### config.mk
export PLATFORM = sky130hd
export DESIGN_NAME = regfile_wb_arb
export DESIGN_NICKNAME = d
export VERILOG_FILES = /design/src/rtl/regfile_wb_arb.sv
export SDC_FILE = /design/constraint.sdc
export NUM_CORES = 1
export LEC_CHECK = 0
export CAP_MARGIN = 20
export CELL_PAD_IN_SITES_DETAIL_PLACEMENT = 1
export CELL_PAD_IN_SITES_GLOBAL_PLACEMENT = 2
export CORE_UTILIZATION = 23
export DETAILED_ROUTE_END_ITERATION = 10
export GPL_ROUTABILITY_DRIVEN = 0
export MAX_ROUTING_LAYER = met4
export PLACE_DENSITY_LB_ADDON = 0.1
export SLEW_MARGIN = 10
export SYNTH_ARGS = -nofsm -noshare
export SYNTH_HDL_FRONTEND = slang
export SYNTH_SLANG_ARGS = --single-unit
### constraint.sdc
create_clock -name clk -period 1.74 [get_ports clk]
set_input_delay 0.348 -clock clk [delete_from_list [all_inputs] [get_ports clk]]
set_output_delay 0.348 -clock clk [all_outputs]
set_load 0.02 [all_outputs]
### src/rtl/regfile_wb_arb.sv
// Register-file writeback arbiter: round-robin between the ALU and load writeback ports,
// with a clear sweep of every register after reset or on an init_start request.
module regfile_wb_arb #(
  parameter int DATA_W = 16,
  parameter int SEL_W  = 4
) (
  input  logic              clk,
  input  logic              rst,
  input  logic              alu_req,
  input  logic [SEL_W-1:0]  alu_sel,
  input  logic [DATA_W-1:0] alu_data,
  output logic              alu_gnt,
  input  logic              mem_req,
  input  logic [SEL_W-1:0]  mem_sel,
  input  logic [DATA_W-1:0] mem_data,
  output logic              mem_gnt,
  input  logic              init_start,
  output logic              busy,
  output logic              wen,
  output logic [SEL_W-1:0]  selRd,
  output logic [DATA_W-1:0] rd
);

  typedef enum logic {ST_INIT = 1'b0, ST_RUN = 1'b1} state_t;

  state_t            r_state, w_state_nxt;
  logic [SEL_W-1:0]  r_idx;
  logic              r_last_mem;
  logic              w_arb_en;

  always_ff @(posedge clk or negedge rst) begin
    if (!rst) r_state <= ST_INIT;
    else      r_state <= w_state_nxt;
  end

  always_comb begin
    w_state_nxt = r_state;
    case (r_state)
      ST_INIT: if (r_idx == {SEL_W{1'b1}}) w_state_nxt = ST_RUN;
      ST_RUN:  if (init_start)             w_state_nxt = ST_INIT;
      default: w_state_nxt = ST_INIT;
    endcase
  end

  // Grants are suppressed on the init_start cycle so nothing is accepted as the sweep begins.
  always_comb begin
    busy     = (r_state == ST_INIT);
    w_arb_en = (r_state == ST_RUN) && !init_start;
    alu_gnt  = w_arb_en && alu_req && (!mem_req ||  r_last_mem);
    mem_gnt  = w_arb_en && mem_req && (!alu_req || !r_last_mem);
  end

  always_ff @(posedge clk or negedge rst) begin
    if (!rst) begin
      r_idx      <= '0;
      r_last_mem <= 1'b1;
      wen        <= 1'b0;
      selRd      <= '0;
      rd         <= '0;
    end else begin
      wen <= 1'b0;
      if (r_state == ST_INIT) begin
        // idx wraps to 0 on the last register, which is exactly the RUN entry value.
        wen   <= 1'b1;
        selRd <= r_idx;
        rd    <= '0;
        r_idx <= r_idx + 1'b1;
      end else if (init_start) begin
        r_idx <= '0;
      end else if (alu_gnt) begin
        wen        <= 1'b1;
        selRd      <= alu_sel;
        rd         <= alu_data;
        r_last_mem <= 1'b0;
      end else if (mem_gnt) begin
        wen        <= 1'b1;
        selRd      <= mem_sel;
        rd         <= mem_data;
        r_last_mem <= 1'b1;
      end
    end
  end

endmodule

After elaboration in Yosys (flattened, before gate mapping):

Cells that the tools add are included.

* bits in registers: 27
* input port bits: 45
* output and inout bits: 24
* logic and storage cells: 46

* $add $sub $neg: 1
* eq/ne operators: 4
* multiplexer cells: 19
* bitwise logic cells: 2
* reduce and logical (&&, ||, !) cells: 14

Operators with widths (count)
* 16-bit two-way mux: 4
* 4-bit two-way mux: 6
* 1-bit two-way mux: 8
* 1-bit logical AND: 5
* 4-bit by 1-bit adder with 4-bit output (second input constant): 1
* 4-bit == test (second input constant): 1
* 1-bit logical NOT: 4
* 2-bit inequality test (second input constant): 2
* 3-bit inequality test (second input constant): 1
* 3-bit AND reduction: 1
* 1-bit logical OR: 2
* 1-bit inverter: 2
* 1-bit case mux with 2 select lines: 1
* 2-bit AND reduction: 1
* 2-bit nonzero test: 1

Logic depth before layout (Yosys ltp):

Gate-level depths: netlist of the first run.

* word-level depth: 8
* depth in mapped cells: 6
* depth with buffers taken out: 3

Least setup slack after synthesis of the first run:

No wires, ideal clock.

* path type: reg2out
* start: register r_last_mem
* end: output port alu_gnt
* arrival: 1.230 ns
* data required time: 1.392 ns
* path slack: 0.162 ns
* cell stages (with the launch flop): 4
* buffers on the path: 1
* cell sequence: dfstp_2 -> nor2b_1 -> clkbuf_1 -> nor3_1

* word-level cells in the longest chain between the ends: 2

Ends and longest elaborated chain
* start: declaration: line 28 `logic r_last_mem;`
* start signal: assignment: line 56 `r_last_mem <= 1'b1;`
* start signal: assignment: line 74 `r_last_mem <= 1'b0;`
* start signal: assignment: line 79 `r_last_mem <= 1'b1;`
* 1-bit logical OR: line 49 `alu_gnt = w_arb_en && alu_req && (!mem_req || r_last_mem);`
* 1-bit logical AND: line 49
* end: declaration: line 12 `output logic alu_gnt,`

Every way passes these cells.

Worst setup path in the final report of the first run:

* start: register r_state
* end: output port busy

* word-level cells in the longest chain between the ends: 1

Ends and longest elaborated chain
* start: declaration: line 26 `state_t r_state, w_state_nxt;`
* start signal: assignment: line 33 `else r_state <= w_state_nxt;`
* 1-bit inverter
* end: declaration: line 18 `output logic busy,`

Every way passes these cells.

==> results.json, run 1 <==
{
  "synth_top_family_by_area": "compound AO/OA/AOI/OAI gates",
  "async_flop_share_pct": 100,
  "synthMuxAreaShare_pct": 0,
  "cp.arrival_ns": 1.28,
  "track_usage_pct": 17.6,
  "cpPeakStageDelay_ns": 0.42,
  "crit_chain": "buf_4 -> inv_1 -> dlygate4sd2_1",
  "final_nets": 273,
  "setup_viol": 0,
  "grt_pass1_vias": 1634,
  "synth_fa_ha_area_share_pct": 0.869,
  "hold_path.class": "input pin to async pin",
  "via_per_inst": 5.05,
  "grt_max_degree": 28,
  "synthFlopType": "dfrtp_1",
  "yosys_register_bits": 27,
  "crit_path_top_delay_cell": "dfrtp_1",
  "grt_pass1_wl_um": 8500,
  "clk-insertion-delay-late_ns": 0.27,
  "whs_ns": 0.452,
  "initial_core_util_pct": 24.0,
  "powerDensity_nw_per_um2": 1100,
  "ir_drop_mv": 0.509,
  "ant_nets": 0,
  "syn_to_final_growth_pct": 59.9,
  "drv_cap": 0,
  "cts.clk_slew.worst_paths_ns": 0.10,
  "grt_antenna_before_repair": 0,
  "clock_path_buffers": 2,
  "status": "finished clean",
  "wl_per_cell_um": 17.2,
  "slew-limit-headroom_pct": 76.0,
  "netlist_instances": 155,
  "design.die.area_um2": 6580,
  "portBuffers": 68,
  "chipHeight_um": 81.1,
  "cts_hold_buf": 0,
  "tightest_slew_ns": 0.360,
  "drv_slew": 0,
  "end_kind": "output pin",
  "yosys-top-cells-area": "dfrtp_1, a31oi_1, a22oi_1",
  "synth_top_area_share_pct": 45.2,
  "synthXorXnorAreaFrac_pct": 0.608,
  "min_period_over_period_pct": 93.4,
  "rsz0062_at_grt": "false",
  "yosysTopAreaCell": "dfrtp_1",
  "layout-drive-gt1-share_pct": 11.5,
  "hpwl_um": 3740,
  "start_kind": "register",
  "synth_compound_area_share_pct": 31.2,
  "numClockSinks": 27,
  "core.rowCount": 28,
  "required_ns": 1.39,
  "setup_slack_ns": 0.115,
  "dp_slack_ns": -0.372,
  "drt_iter0_drc": 37,
  "postLayoutCellArea_um2": 2300,
  "vias": 1521,
  "syn_area_um2": 1440,
  "grt_overflow": 0,
  "ys_types": 29,
  "crit_fanout": 9,
  "final_cells": 301,
  "synth_nets": 201,
  "core_um2": 5990,
  "synth_enable_flop_cells": 0,
  "ios": 69,
  "place_inst": 297,
  "cts-buffers-inserted": 3,
  "drc": 0,
  "syn_area_per_cell_um2": 9.29,
  "post-route-min-period_ns": 1.62,
  "dpl_cell_area_um2": 2260,
  "yosysWarnings": 0,
  "yosysSeqAreaShare_pct": 47.0,
  "wl_um": 5180,
  "die_w_um": 81.1,
  "crit_type": "register to output pin",
  "leakage_uw": 0.000916,
  "utilization_pct": 38.5,
  "fmax_mhz": 615,
  "cts_max_level": 1,
  "first_pass_iters": 4,
  "cts_root_buf": "clkbuf_8",
  "cts_tree": "done",
  "clock_skew_ns": 0.00344,
  "hold_viol": 0,
  "synth_simple_gate_area_share_pct": 13.0,
  "antennaDiodeCount": 0
}
## where the power goes
group | leakage [uW] | internal (uW) | switching (uW)
clock | 0.0000228 | 164 | 197
sequential | 0.000351 | 809 | 131
combinational | 0.000542 | 587 | 638
## registers in the layout, indices dropped and copies added, names as in the netlist
register / cells
selRd: 4
rd: 16
wen: 1
r_last_mem: 1
r_idx: 4
r_state: 1
## timing repair
action	4_1_cts	5_1_grt
hold endpoints to repair	0	0
setup buffers	0	0
pin swaps	0	0
endpoints found under the setup margin	3	2
gates resized for setup	10	3
## kinds of logic after synthesis
logic type,after synthesis
AO/OA/AOI/OAI,69
XOR/XNOR,1
adder cells (fa/ha/maj),1
buffers and inverters,21
flip-flops,27
AND/OR/NAND/NOR,36
## critical path: cells and delay by family, from the launching register on
| family | cells | cell delay [ns] |
|---|---|---|
| buffers and inverters | 3 | 0.59 |
| flip-flops | 1 | 0.42 |
## layout make-up
type	instances	area (um2)
fill	691	3690
timing repair buffer	85	811
sequential	27	677
multi-input combinational	107	666
tap	75	93.8
clock buffer	4	45.0
inverter	3	11.3
## cells in the mapped netlist, drive strengths merged (2+ instances only)
cell type  number
buf            11
nand2b          2
inv             3
a221oi          3
a22oi          16
nand2           3
o21ai          22
dfrtp          26
clkbuf          7
nand3          20
nor3            2
nor2b           5
a31oi          20
## cell usage in the layout, fill, tap and decap left out, types with 4 or more instances in the layout
master | synthesis | routed
a31oi_1 | 20 | 20
dfrtp_1 | 26 | 26
nand3_1 | 20 | 20
o21ai_0 | 22 | 22
a22oi_1 | 16 | 16
buf_4 | 0 | 17
clkdlybuf4s50_1 | 0 | 64
nor2b_1 | 5 | 4
## worst paths after layout
| kind | cells after the start | slack, ns | end | start |
|---|---|---|---|---|
| hold / removal | 2 | 0.45 | wen | rst |
| min in group clk | 2 | 0.54 | r_last_mem | r_last_mem |
| hold reg to reg | 2 | 0.54 | r_last_mem | r_last_mem |
| setup / recovery | 3 | 0.12 | busy | r_state |
| max in group asynchronous | 2 | 0.98 | r_last_mem | rst |
| setup reg to reg | 5 | 0.29 | rd[5] | r_state |
## through the flow
stage	setup TNS, ns	total power, uW
6_report	0	2530
2_1_floorplan	0	1620
4_1_cts	0	2550
5_1_grt	0	2700
3_5_place_dp	-4.51	2190
3_3_place_gp	-3.68	2160
## per-layer routing
metal / GRT usage [%] / share of wire (%) / vias to the layer above
met2: 31.5 / 54 / 36
met1: 21.3 / 43 / 752
li1: - / - / 731
met3: 1.91 / 2.7 / 2
met5: - / 0 / -
met4: 3.57 / 0.41 / 0
Note: power is estimated with default switching activity, not from simulation.
==> inputs of run 2 (changes only) <==
- CORE_UTILIZATION: 23 -> 24
- clock period: 1.74 -> 2.1 ns (I/O delays scaled with it)
==> run 2 against run 1 <==
Compared with the run above:
- clock power fell by 18%
- design area fell by 1.6%
- total power fell by 18%
- global-route usage rose by 0.86 points
==> results.json, run 2 (same netlist as run 1, synthesis figures left out) <==
{
  "post_cts_buffers": 0,
  "vias": 1584,
  "largest_register_ffs": 16,
  "track_usage_pct": 18.5,
  "grt_max_degree": 28,
  "ir_drop_mv": 0.344,
  "setup_viol": 0,
  "drv_slew": 0,
  "grt_antenna_before_repair": 0,
  "core_um2": 5640,
  "clock_skew_ns": 0.00197,
  "syn_to_final_growth_pct": 57.4,
  "final_nets": 270,
  "cts-buffers-inserted": 3,
  "cts_resized": 2,
  "antennaDiodeCount": 0,
  "cts_tree": "done",
  "cts_root_buf": "clkbuf_8",
  "powerDensity_nw_per_um2": 916,
  "switching_share_pct": 38.2,
  "chipHeight_um": 79.5,
  "final_cells": 295,
  "drv_cap": 0,
  "tightest_slew_ns": 0.364,
  "grt_pass1_vias": 1724,
  "core.rowCount": 27,
  "drc": 0,
  "design.die.area_um2": 6310,
  "numClockSinks": 27,
  "crit_fanout": 3,
  "slew-limit-headroom_pct": 75.7,
  "combPwrFrac_pct": 48.6,
  "hpwl_um": 3740,
  "grt_overflow": 0,
  "drt_iter0_drc": 45,
  "start_kind": "input pin",
  "regMostFlops": "rd",
  "intPower_uw": 1280,
  "required_ns": 1.68,
  "grt_pass1_wl_um": 8780,
  "die_w_um": 79.5,
  "status": "finished clean",
  "ant_nets": 0,
  "cts_max_level": 1,
  "largest_registers": "rd x16, r_idx x4, selRd x4",
  "leakage_uw": 0.000899,
  "ios": 69,
  "final_common_cell": "clkdlybuf4s50_1",
  "clk-insertion-delay-late_ns": 0.27,
  "cts.clk_slew.worst_paths_ns": 0.09,
  "hold_path.class": "input pin to async pin",
  "place_inst": 291,
  "clock_path_buffers": 2,
  "fillerInstances": 650,
  "power_frac_seq_pct": 37.2,
  "layout-drive-gt1-share_pct": 8.97,
  "portBuffers": 68,
  "rsz0062_at_grt": "false",
  "hold_viol": 0,
  "initial_core_util_pct": 25.5,
  "pwr-share-clk_pct": 14.2,
  "cts_hold_buf": 0,
  "cp.arrival_ns": 1.54,
  "via_per_inst": 5.37,
  "min_period_over_period_pct": 93.5,
  "end_kind": "output pin",
  "p_sw_uw": 793,
  "wl_per_cell_um": 18.0,
  "tns_ns": 0,
  "fmax_mhz": 509,
  "post-route-min-period_ns": 1.96,
  "most-common-layout-cells": "clkdlybuf4s50_1, dfrtp_1, o21ai_0",
  "crit_type": "input pin to output pin",
  "first_pass_iters": 4,
  "wl_um": 5310
}
## run 2: cell count changes in the layout (fill, tap and decap cells not counted), sizes merged
cell / delta
clkdlybuf4s50: +2
buf: -5
## run 2: final timing paths
| check | end | cells past startpoint | slack (ns) | start |
|---|---|---|---|---|
| min in group clk | r_last_mem | 2 | 0.54 | r_last_mem |
| max | alu_gnt | 4 | 0.14 | init_start |
| min reg2reg | r_last_mem | 2 | 0.54 | r_last_mem |
| max reg2reg | rd[7] | 5 | 0.61 | r_state |
| min | r_idx[0] | 2 | 0.53 | rst |
| max in group asynchronous | r_last_mem | 2 | 1.26 | rst |
## run 2: through the flow
step                      utilization, %  setup WS, ns  power, uW  hold slack [ns]  cell area, um2
after global placement              39.4        -0.167       1770            0.510            2220
after global routing                40.2        0.0408       2230            0.557            2270
after CTS                           40.2         0.123       2110            0.544            2270
final                               40.2         0.136       2080            0.526            2270
after floorplan                        -         0.450       1340            0.124            1440
after detailed placement            39.4        -0.147       1810            0.538            2220
## run 2: worst max-delay path, cell delays in order
cell	delay (ns)
clkdlybuf4s50_1	0.45
nand2b_1	0.18
nor3_1	0.13
dlygate4sd2_1	0.36
## run 2: routing by layer
metal  part of all wire, %  track usage, %  wire length [um]  vias to the layer above
li1                      -               -                 -                      726
met1                    41            21.3              2200                      795
met2                    51            32.5              2730                       57
met3                   6.5            3.54               347                        6
met4                  0.58            5.27                31                        0
met5                     0               -                 0                        -
## run 2: power groups by stage
stage / sequential (uW) / clock (uW) / combinational [uW]
final: 773 / 295 / 1010
after floorplan: 867 / 0 / 471
after global routing: 797 / 319 / 1120
after detailed placement: 785 / 0 / 1020
after global placement: 780 / 0 / 992
after CTS: 777 / 309 / 1020
## run 2: layout make-up
class	count	area, um2	share of cell area [%]
repair buffers	82	783	34.5
flip-flops and latches	27	677	29.9
multi-input cells	107	661	29.1
well taps	72	90.1	3.97
clock buffers	4	45.0	1.99
inverters	3	11.3	0.497
==> inputs of run 3 (changes only) <==
- SKIP_CTS_REPAIR_TIMING: default -> 1
==> run 3 against run 2 <==
Compared with the run above:
- sequential share of layout area fell by 0.099 points
- hold slack worse by 0.00067 ns
- wire length is essentially flat
- clock skew barely moved
- non-clock buffer count unchanged
- critical path depth unchanged
- clock power is essentially flat
- via count fell by 0.19%
- first-iteration DRC count unchanged
- highest routed layer unchanged
==> results.json, run 3 (same netlist as run 1, synthesis figures left out) <==
{
  "power_frac_seq_pct": 37.2,
  "ir_drop_mv": 0.344,
  "rsz0062_at_grt": "false",
  "dp_slack_ns": -0.147,
  "cts-buffers-inserted": 3,
  "clk-insertion-delay-late_ns": 0.26,
  "layout-drive-gt1-share_pct": 8.97,
  "final_nets": 270,
  "design.die.area_um2": 6310,
  "powerDensity_nw_per_um2": 913,
  "setup_slack_ns": 0.244,
  "clock_path_buffers": 2,
  "drv_slew": 0,
  "first_pass_iters": 4,
  "crit_type": "input pin to output pin",
  "largest_registers": "rd x16, r_idx x4, selRd x4",
  "core_um2": 5640,
  "grt_pass1_vias": 1718,
  "portBuffers": 68,
  "p_sw_uw": 791,
  "final_common_cell": "clkdlybuf4s50_1",
  "min_period_over_period_pct": 88.4,
  "switching_share_pct": 38.1,
  "core.rowCount": 27,
  "hold_viol": 0,
  "reg2reg_to": "rd[7]",
  "cts_root_buf": "clkbuf_8",
  "clock_skew_ns": 0.00162,
  "die_w_um": 79.5,
  "start_kind": "input pin",
  "crit_fanout": 3,
  "grt_overflow": 0,
  "vias": 1581,
  "cpPeakStageDelay_ns": 0.45,
  "hold_path.class": "input pin to async pin",
  "cp.arrival_ns": 1.44,
  "worst-path-buf-inv": 2,
  "pwr-share-clk_pct": 14.2,
  "hpwl_um": 3740,
  "tightest_slew_ns": 0.363,
  "required_ns": 1.68,
  "grt_max_degree": 28,
  "track_usage_pct": 18.5,
  "drc": 0,
  "syn_to_final_growth_pct": 57.9,
  "utilization_pct": 40.3,
  "numClockSinks": 27,
  "via_per_inst": 5.36,
  "crit_path_top_delay_cell": "clkdlybuf4s50_1",
  "intPower_uw": 1290,
  "most-common-layout-cells": "clkdlybuf4s50_1, dfrtp_1, o21ai_0",
  "dpl_cell_area_um2": 2220,
  "reg2reg_slack_ns": 0.62,
  "crit_chain": "clkdlybuf4s50_1 -> nand2b_1 -> nor3_1 -> dlymetal6s2s_1",
  "wl_per_cell_um": 18.0,
  "rr_worst_depth": 5,
  "postLayoutCellArea_um2": 2270,
  "timing.rr.start": "r_state",
  "ant_nets": 0,
  "combPwrFrac_pct": 48.6,
  "slew-limit-headroom_pct": 75.8,
  "wl_um": 5300,
  "grt_antenna_before_repair": 0,
  "status": "finished clean",
  "drt_iter0_drc": 45,
  "initial_core_util_pct": 25.5,
  "antennaDiodeCount": 0,
  "grt_pass1_wl_um": 8760,
  "cts.clk_slew.worst_paths_ns": 0.09,
  "end_kind": "output pin",
  "critPathTopFamily": "buffers and inverters",
  "regMostFlops": "rd",
  "chipHeight_um": 79.5,
  "drv_cap": 0,
  "post-route-min-period_ns": 1.86,
  "cts_tree": "done",
  "fmax_mhz": 539,
  "leakage_uw": 0.000927,
  "setup_viol": 0,
  "ios": 69,
  "cts_max_level": 1,
  "largest_register_ffs": 16
}
run 3: metal layers:
metal	track usage [%]	wire, um
met3	3.54	345
met5	-	0
met2	32.4	2730
met1	21.3	2190
met4	5.27	31
run 3: through the flow:
stage | total power (uW) | instances | hold slack [ns] | setup TNS, ns
floorplan | 1340 | 155 | 0.124 | 0
global placement | 1770 | 291 | 0.510 | -0.238
detailed placement | 1810 | 291 | 0.538 | -0.605
CTS | 2110 | 295 | 0.544 | -0.269
global route | 2230 | 295 | 0.557 | 0
finish | 2080 | 295 | 0.525 | 0
run 3: cell type report:
cell class                      instances  area, um2
Fill cell                             646       3370
Timing Repair Buffer                   82        791
Sequential cell                        27        677
Multi-Input combinational cell        107        661
Tap cell                               72       90.1
Clock buffer                            4       45.0
Inverter                                3       11.3
run 3: how the worst max path moves through the flow:
stage               startpoint      end  slack, ns  cells after the start
floorplan           r_last_mem  alu_gnt       0.45                      3
global placement    init_start  alu_gnt      -0.17                      4
detailed placement  init_start  alu_gnt      -0.15                      4
CTS                 init_start  alu_gnt      -0.17                      4
global route        init_start  alu_gnt       0.14                      4
finish              init_start  alu_gnt       0.24                      4
run 3: power groups by stage:
stage / logic (uW) / clock network, uW / registers [uW]
floorplan: 471 / 0 / 867
global placement: 992 / 0 / 780
detailed placement: 1020 / 0 / 785
CTS: 1020 / 309 / 777
global route: 1120 / 319 / 797
finish: 1010 / 294 / 773
